===== src/rtl/cache_refill_ctrl_pkg.sv =====
// cache_refill_ctrl_pkg: shared geometry, FSM encodings and AXI constants
// for the cache miss-handling (refill) controller.
package cache_refill_ctrl_pkg;

    // Cache geometry: 32-bit address = tag | index | 5-bit byte offset
    localparam int TAG_WIDTH    = 20;
    localparam int INDEX_WIDTH  = 7;
    localparam int LINE_WORDS   = 8;
    localparam int OFFSET_WIDTH = 5;
    localparam int BEAT_WIDTH   = 3;

    // AXI burst shape for one line: 8 beats of 4 bytes, incrementing
    localparam logic [7:0] AXI_LEN        = 8'(LINE_WORDS - 1);
    localparam logic [2:0] AXI_SIZE_4B    = 3'b010;
    localparam logic [1:0] AXI_BURST_INCR = 2'b01;
    localparam logic [3:0] AXI_WSTRB_FULL = 4'hF;

    typedef enum logic [2:0] {
        S_IDLE    = 3'd0,
        S_AW      = 3'd1,
        S_W       = 3'd2,
        S_B       = 3'd3,
        S_AR      = 3'd4,
        S_R       = 3'd5,
        S_REFRESH = 3'd6
    } state_t;

    // Force an address onto a line boundary (tag stage already aligns,
    // this just keeps stray offset bits off the bus)
    function automatic logic [31:0] line_align(input logic [31:0] addr);
        return {addr[31:OFFSET_WIDTH], {OFFSET_WIDTH{1'b0}}};
    endfunction

endpackage


===== src/rtl/cache_refill_ctrl_beat_counter.sv =====
// axi_beat_counter: 3-bit beat index shared by the W (evict) and R (refill)
// phases. Wraps 7->0, which only happens at the end of a burst.
module axi_beat_counter
    import cache_refill_ctrl_pkg::*;
(
    input  logic                  clk,
    input  logic                  resetn,
    input  logic                  clr,
    input  logic                  inc,
    output logic [BEAT_WIDTH-1:0] idx,
    output logic                  last
);

    // Beat index: clear at burst start, step on every accepted beat
    always_ff @(posedge clk or negedge resetn) begin
        if (!resetn) begin
            idx <= '0;
        end else if (clr) begin
            idx <= '0;
        end else if (inc) begin
            idx <= idx + 1'b1;
        end
    end

    assign last = (idx == BEAT_WIDTH'(LINE_WORDS - 1));

endmodule


===== src/rtl/cache_refill_ctrl.sv =====
// cache_refill_ctrl: miss handler below the tag stage. Optionally writes the
// dirty victim out (AW/W/B), then refills the line (AR/R) into the data
// array and pulses refresh so the tag stage installs the new tag.
// Optional feature macro: CACHE_WRITEBACK_EN (victim write-back path).
module cache_refill_ctrl
    import cache_refill_ctrl_pkg::*;
(
    input  logic        clk,
    input  logic        resetn,
    input  logic        miss,
    input  logic        write_back,
    input  logic [31:0] axi_raddr,
    input  logic [31:0] axi_waddr,
    output logic        refresh,
    output logic        refill_we,
    output logic [2:0]  refill_idx,
    output logic [31:0] refill_wdata,
    input  logic [31:0] evict_rdata,
    output logic [31:0] araddr,
    output logic [7:0]  arlen,
    output logic [2:0]  arsize,
    output logic [1:0]  arburst,
    output logic        arvalid,
    input  logic        arready,
    input  logic [31:0] rdata,
    input  logic        rlast,
    input  logic        rvalid,
    output logic        rready,
    output logic [31:0] awaddr,
    output logic [7:0]  awlen,
    output logic [2:0]  awsize,
    output logic [1:0]  awburst,
    output logic        awvalid,
    input  logic        awready,
    output logic [31:0] wdata,
    output logic [3:0]  wstrb,
    output logic        wlast,
    output logic        wvalid,
    input  logic        wready,
    input  logic        bvalid,
    output logic        bready
);

    state_t      state;
    logic [31:0] araddr_q;
    logic        arvalid_q;
    logic        rready_q;
    logic        refresh_q;
    logic        cnt_clr;
    logic        cnt_inc;
    logic        cnt_last;
    logic [2:0]  cnt;

`ifdef CACHE_WRITEBACK_EN
    logic [31:0] awaddr_q;
    logic        awvalid_q;
    logic        wvalid_q;
    logic        bready_q;
`endif

    axi_beat_counter u_beat_cnt (
        .clk    (clk),
        .resetn (resetn),
        .clr    (cnt_clr),
        .inc    (cnt_inc),
        .idx    (cnt),
        .last   (cnt_last)
    );

    // Refill FSM; all handshake valids/readies and refresh are registered
    always_ff @(posedge clk or negedge resetn) begin
        if (!resetn) begin
            state     <= S_IDLE;
            araddr_q  <= '0;
            arvalid_q <= 1'b0;
            rready_q  <= 1'b0;
            refresh_q <= 1'b0;
`ifdef CACHE_WRITEBACK_EN
            awaddr_q  <= '0;
            awvalid_q <= 1'b0;
            wvalid_q  <= 1'b0;
            bready_q  <= 1'b0;
`endif
        end else begin
            case (state)
                S_IDLE: begin
                    if (miss) begin
                        araddr_q <= line_align(axi_raddr);
`ifdef CACHE_WRITEBACK_EN
                        if (write_back) begin
                            awaddr_q  <= line_align(axi_waddr);
                            awvalid_q <= 1'b1;
                            state     <= S_AW;
                        end else begin
                            arvalid_q <= 1'b1;
                            state     <= S_AR;
                        end
`else
                        arvalid_q <= 1'b1;
                        state     <= S_AR;
`endif
                    end
                end
`ifdef CACHE_WRITEBACK_EN
                S_AW: begin
                    if (awready) begin
                        awvalid_q <= 1'b0;
                        wvalid_q  <= 1'b1;
                        state     <= S_W;
                    end
                end
                S_W: begin
                    if (wready && cnt_last) begin
                        wvalid_q <= 1'b0;
                        bready_q <= 1'b1;
                        state    <= S_B;
                    end
                end
                S_B: begin
                    // Write response code is not inspected
                    if (bvalid) begin
                        bready_q  <= 1'b0;
                        arvalid_q <= 1'b1;
                        state     <= S_AR;
                    end
                end
`endif
                S_AR: begin
                    if (arready) begin
                        arvalid_q <= 1'b0;
                        rready_q  <= 1'b1;
                        state     <= S_R;
                    end
                end
                S_R: begin
                    // Only rlast ends the burst; the counter may wrap first
                    if (rvalid && rlast) begin
                        rready_q  <= 1'b0;
                        refresh_q <= 1'b1;
                        state     <= S_REFRESH;
                    end
                end
                S_REFRESH: begin
                    refresh_q <= 1'b0;
                    state     <= S_IDLE;
                end
                default: begin
                    state <= S_IDLE;
                end
            endcase
        end
    end

    assign araddr       = araddr_q;
    assign arlen        = AXI_LEN;
    assign arsize       = AXI_SIZE_4B;
    assign arburst      = AXI_BURST_INCR;
    assign arvalid      = arvalid_q;
    assign rready       = rready_q;
    assign refresh      = refresh_q;
    assign refill_idx   = cnt;
    assign refill_we    = rready_q & rvalid;
    assign refill_wdata = rready_q ? rdata : '0;

`ifdef CACHE_WRITEBACK_EN
    assign cnt_clr = (awvalid_q & awready) | (arvalid_q & arready);
    assign cnt_inc = (wvalid_q & wready) | (rready_q & rvalid);

    assign awaddr  = awaddr_q;
    assign awlen   = AXI_LEN;
    assign awsize  = AXI_SIZE_4B;
    assign awburst = AXI_BURST_INCR;
    assign awvalid = awvalid_q;
    // Victim word comes straight from the data array at refill_idx
    assign wdata   = wvalid_q ? evict_rdata : '0;
    assign wstrb   = AXI_WSTRB_FULL;
    assign wlast   = wvalid_q & cnt_last;
    assign wvalid  = wvalid_q;
    assign bready  = bready_q;
`else
    assign cnt_clr = arvalid_q & arready;
    assign cnt_inc = rready_q & rvalid;

    assign awaddr  = '0;
    assign awlen   = '0;
    assign awsize  = '0;
    assign awburst = '0;
    assign awvalid = 1'b0;
    assign wdata   = '0;
    assign wstrb   = '0;
    assign wlast   = 1'b0;
    assign wvalid  = 1'b0;
    assign bready  = 1'b0;

    // Write-side inputs have no consumer in a read-only cache
    logic unused_wb_inputs;
    assign unused_wb_inputs = ^{write_back, axi_waddr, awready, wready,
                                bvalid, evict_rdata, cnt_last};
`endif

endmodule


===== config.mk =====
export PLATFORM = sky130hd
export DESIGN_NAME = cache_refill_ctrl
export DESIGN_NICKNAME = d
export VERILOG_FILES = /design/src/rtl/cache_refill_ctrl_pkg.sv /design/src/rtl/cache_refill_ctrl_beat_counter.sv /design/src/rtl/cache_refill_ctrl.sv
export SDC_FILE = /design/constraint.sdc
export NUM_CORES = 1
export LEC_CHECK = 0
export BUFFER_PORTS_ARGS = -buffer_cell sky130_fd_sc_hd__buf_2
export CORE_AREA = 3 3 118 120
export CTS_CLUSTER_DIAMETER = 60
export DETAILED_ROUTE_END_ITERATION = 16
export DIE_AREA = 0 0 121 123
export GPL_TIMING_DRIVEN = 0
export SKIP_CTS_REPAIR_TIMING = 1
export SLEW_MARGIN = 20
export SYNTH_ARGS = -nofsm -noshare
export SYNTH_HDL_FRONTEND = slang
export SYNTH_SLANG_ARGS = --single-unit

===== constraint.sdc =====
create_clock -name clk -period 1.4 [get_ports clk]
set_input_delay 0.07 -clock clk [delete_from_list [all_inputs] [get_ports clk]]
set_output_delay 0.07 -clock clk [all_outputs]
set_load 0.01 [all_outputs]

==> impl_summary.txt <==
----------------------------------------------------
[Logic synthesis]
  Post-Synth XOR/XNOR Area ... 0%
  Post-synthesis instance area ... 2554 um^2
  Simple-gate share of the synthesized area ... 12.35%
  Number of enable flip-flop cells after synthesis ... 0
  Average cell area after synthesis ... 10.68 um^2
  Synthesized instance count ... 239
  Fraction of registers with async set/reset ... 100.0%
  Number of register bits inferred by synthesis ... 36
  Most frequent cells after synthesis ... 103 x sky130_fd_sc_hd__buf_4, 36 x sky130_fd_sc_hd__dfrtp_1, 34 x sky130_fd_sc_hd__and2_1, 19 x sky130_fd_sc_hd__mux2_4, 9 x sky130_fd_sc_hd__mux2_2
  Dominant combinational cell family by area after synthesis ... buffers and inverters
  Top-count cell post-synth ... sky130_fd_sc_hd__buf_4
  Area share of the leading cell type in the synthesized netlist ... 35.28%
  Synth Area in Compound Gates ... 3.136%
  Library cell occupying the most area in the post-synthesis netlist ... sky130_fd_sc_hd__dfrtp_1
  Primary flip-flop cell chosen by synthesis mapping ... sky130_fd_sc_hd__dfrtp_1
  Post-synthesis share of cell area spent on full adders, half adders and majority gates ... 0.4900%
  Distinct cells, synth ... 27
  Biggest area contributors in the synthesized netlist ... sky130_fd_sc_hd__dfrtp_1 35%, sky130_fd_sc_hd__buf_4 30%, sky130_fd_sc_hd__mux2_4 11%
  Share of cell area taken by muxes after synthesis ... 15.14%
  Yosys warnings ... 0
  Register area share after synthesis ... 35.28%

[Run]
  Max Cap Viol ... 0

[Global routing]
  Largest net degree at the start of global routing ... 37
  Global route total overflow ... 0
  First-pass GRT wire length ... 8.983 mm
  Number of antenna violations at the first check in global routing ... 0
  Vias in the first global route ... 1892
  Gr usage total ... 7.515%

[CTS]
  Clock Tree Root ... sky130_fd_sc_hd__clkbuf_16
  Clock transition at the registers of the reported paths ... 0.06 ns
  Clock Latency Late Sink ... 0.28 ns
  Number of buffers created by CTS ... 5
  Clock net sink count ... 36
  Clock H-tree levels ... 2
  Clock tree from TritonCTS ... done
  Number of buffers on the longest clock path ... 2

[Setup path]
  Critical path's largest stage delay ... 0.46 ns
  Worst Setup Start Kind ... flop
  Critical path endpoint category ... flop
  Library cell contributing the largest single delay on the critical path ... sky130_fd_sc_hd__dfrtp_2
  Max Fanout on Critical Path ... 10
  Required time at the worst-slack endpoint ... 1.56 ns
  Crit path max-delay family ... flip-flops
  Data arrival time of the critical path ... 1.68 ns
  Worst Setup Path Type ... reg -> reg
  Critical path buffer and inverter count ... 2
  Critical Path, Cell by Cell ... nor4b_4 > buf_6 > buf_12 > mux2_4

[Placement]
  Final estimated routing congestion in global placement ... 0.6938
  Input/output buffers ... 129
  DP Wirelength ... 5.352 mm
  Placed Instances ... 645

[Power and ir drop]
  Lkg Pwr ... 2.359 nW
  Power density normalized to cell area ... 1506 nW/um^2
  IR Drop Worst-Case VDD ... 895.4 uV

[Cells and area]
  End-of-flow core utilization ... 31.25%
  Post-layout net count ... 625
  Ratio of cells with drive above 1 in the final layout ... 59.75%
  Layout filler cell count ... 1349
  Count of antenna diodes in the layout ... 0
  Layout-stage area growth over the synthesis result ... 60.12%
  Cell Count, Final, Fillers Out ... 663

[Floorplanning]
  Die span in y ... 123 um
  Die footprint ... 14880 um^2
  Horizontal die dimension ... 121 um
  IO Count ... 307
  Starting density of the core ... 19.52%
  Standard-cell row count ... 42
  Core box area ... 13090 um^2

[Route]
  Average wire per standard cell ... 9.514 um
  Post-Route WL ... 6.308 mm
  Starting DRC count in detailed routing ... 56
  Routed via count ... 2126
  DRC errors left ... 0
  Initial DRT Pass Iterations ... 4
  Antenna Nets Post-Route ... 0
  Detailed-route vias per instance ... 3.207

[STA]
  FMAX ... 655.5 MHz
  Transition at the pin with the smallest max-transition slack ... 0.8157 ns
  Minimum setup slack in the final design ... -0.1256 ns
  Setup repair after global routing missed its margin ... true
  Share of the clock period used by the worst path ... 109.0%
  # setup viols final ... 25
  Count of final hold-check violations ... 0
  Worst rel slew slack ... 45.62%
  Number of max-slew violations in the final report ... 0
  Clock period minus final worst setup slack ... 1.526 ns
  Post-route clock skew ... 0.007453 ns

[Run status]
  Violated checks ... setup timing
  Run status ... finished with violations

[Worst hold path]
  Kind of path behind the tightest hold check ... in -> reg

----------------------------------------------------
==> layout make-up <==
| cell class | instances | area (um^2) | share of cell area [%] |
|---|---|---|---|
| clock buffer | 6 | 138.9 | 3.397 |
| multi-input combinational | 191 | 1207 | 29.53 |
| inverter | 2 | 7.507 | 0.1836 |
| sequential | 36 | 903.4 | 22.09 |
| tap | 176 | 220.2 | 5.386 |
| buffer | 111 | 860.8 | 21.05 |
| timing repair buffer | 139 | 735.7 | 17.99 |
| clock inverter | 2 | 15.01 | 0.3672 |
==> per-layer routing <==
metal	track usage [%]	part of all wire, %
met5	0	0
met2	13.30	50
met4	2.337	0.94
met1	8.258	36
met3	3.019	14
==> placed cells by master, fill, tap and decap left out, drive strengths merged <==
cell type / count
a21bo: 2
a21boi: 1
a21o: 1
a21oi: 4
a41oi: 1
and2: 34
and4b: 1
buf: 247
clkbuf: 8
clkinvlp: 2
conb: 103
dfrtp: 36
dlygate4sd3: 1
ha: 1
inv: 2
mux2: 28
nand2b: 2
nand3: 3
nand3b: 1
nand4bb: 1
nor2: 2
nor3b: 1
nor4b: 1
o211ai: 1
o2bb2ai: 1
or2b: 2
==> cell families (layout without fill, tap and decap cells) <==
family	after synthesis	count (layout)
other	2	103
DFF	36	36
AOI/OAI and AO/OA	11	11
muxes	28	28
buffers and inverters	113	260
and+or+nand+nor	48	48
adders and majority gates	1	1
==> path summary, 6_finish.rpt <==
check	from	end	slack [ns]	cells past startpoint
worst max register to register	state[0]	araddr[17]	-0.13	4
worst min-delay path	axi_raddr[12]	araddr[12]	0.02	2
min in group asynchronous	resetn	araddr[27]	0.42	2
worst min register to register	araddr[21]	araddr[21]	0.51	1
worst max-delay path	state[0]	araddr[17]	-0.13	4
max in group asynchronous	resetn	rready	0.42	2
==> stage by stage <==
| stage | total power [mW] | TNS (ns) | hold slack (ns) | area, um^2 | setup WS, ns |
|---|---|---|---|---|---|
| global route | 6.621 | -4.123 | 0.009634 | 4089 | -0.1835 |
| floorplan | 3.728 | -0.7126 | -0.2256 | 2933 | -0.03888 |
| detailed placement | 4.800 | -4.536 | 0.2134 | 3799 | -0.1578 |
| global placement | 4.718 | -3.017 | 0.1959 | 3799 | -0.1288 |
| finish | 6.157 | -2.614 | 0.01568 | 4089 | -0.1256 |
| CTS | 5.990 | -10.12 | -0.08875 | 3953 | -0.4580 |
==> report_power, final <==
| part | internal, mW | switching, mW | total [mW] |
|---|---|---|---|
| combinational | 1.77 | 1.32 | 3.09 |
| clock | 0.707 | 0.434 | 1.14 |
| sequential | 1.55 | 0.369 | 1.92 |
==> state kept, by name, summed over array words and instances, names as in the netlist <==
signal and flops:
arvalid 1, refresh 1, u_beat_cnt.idx 3, rready 1, araddr 27, state 3
Note: power is estimated with default switching activity, not from simulation.
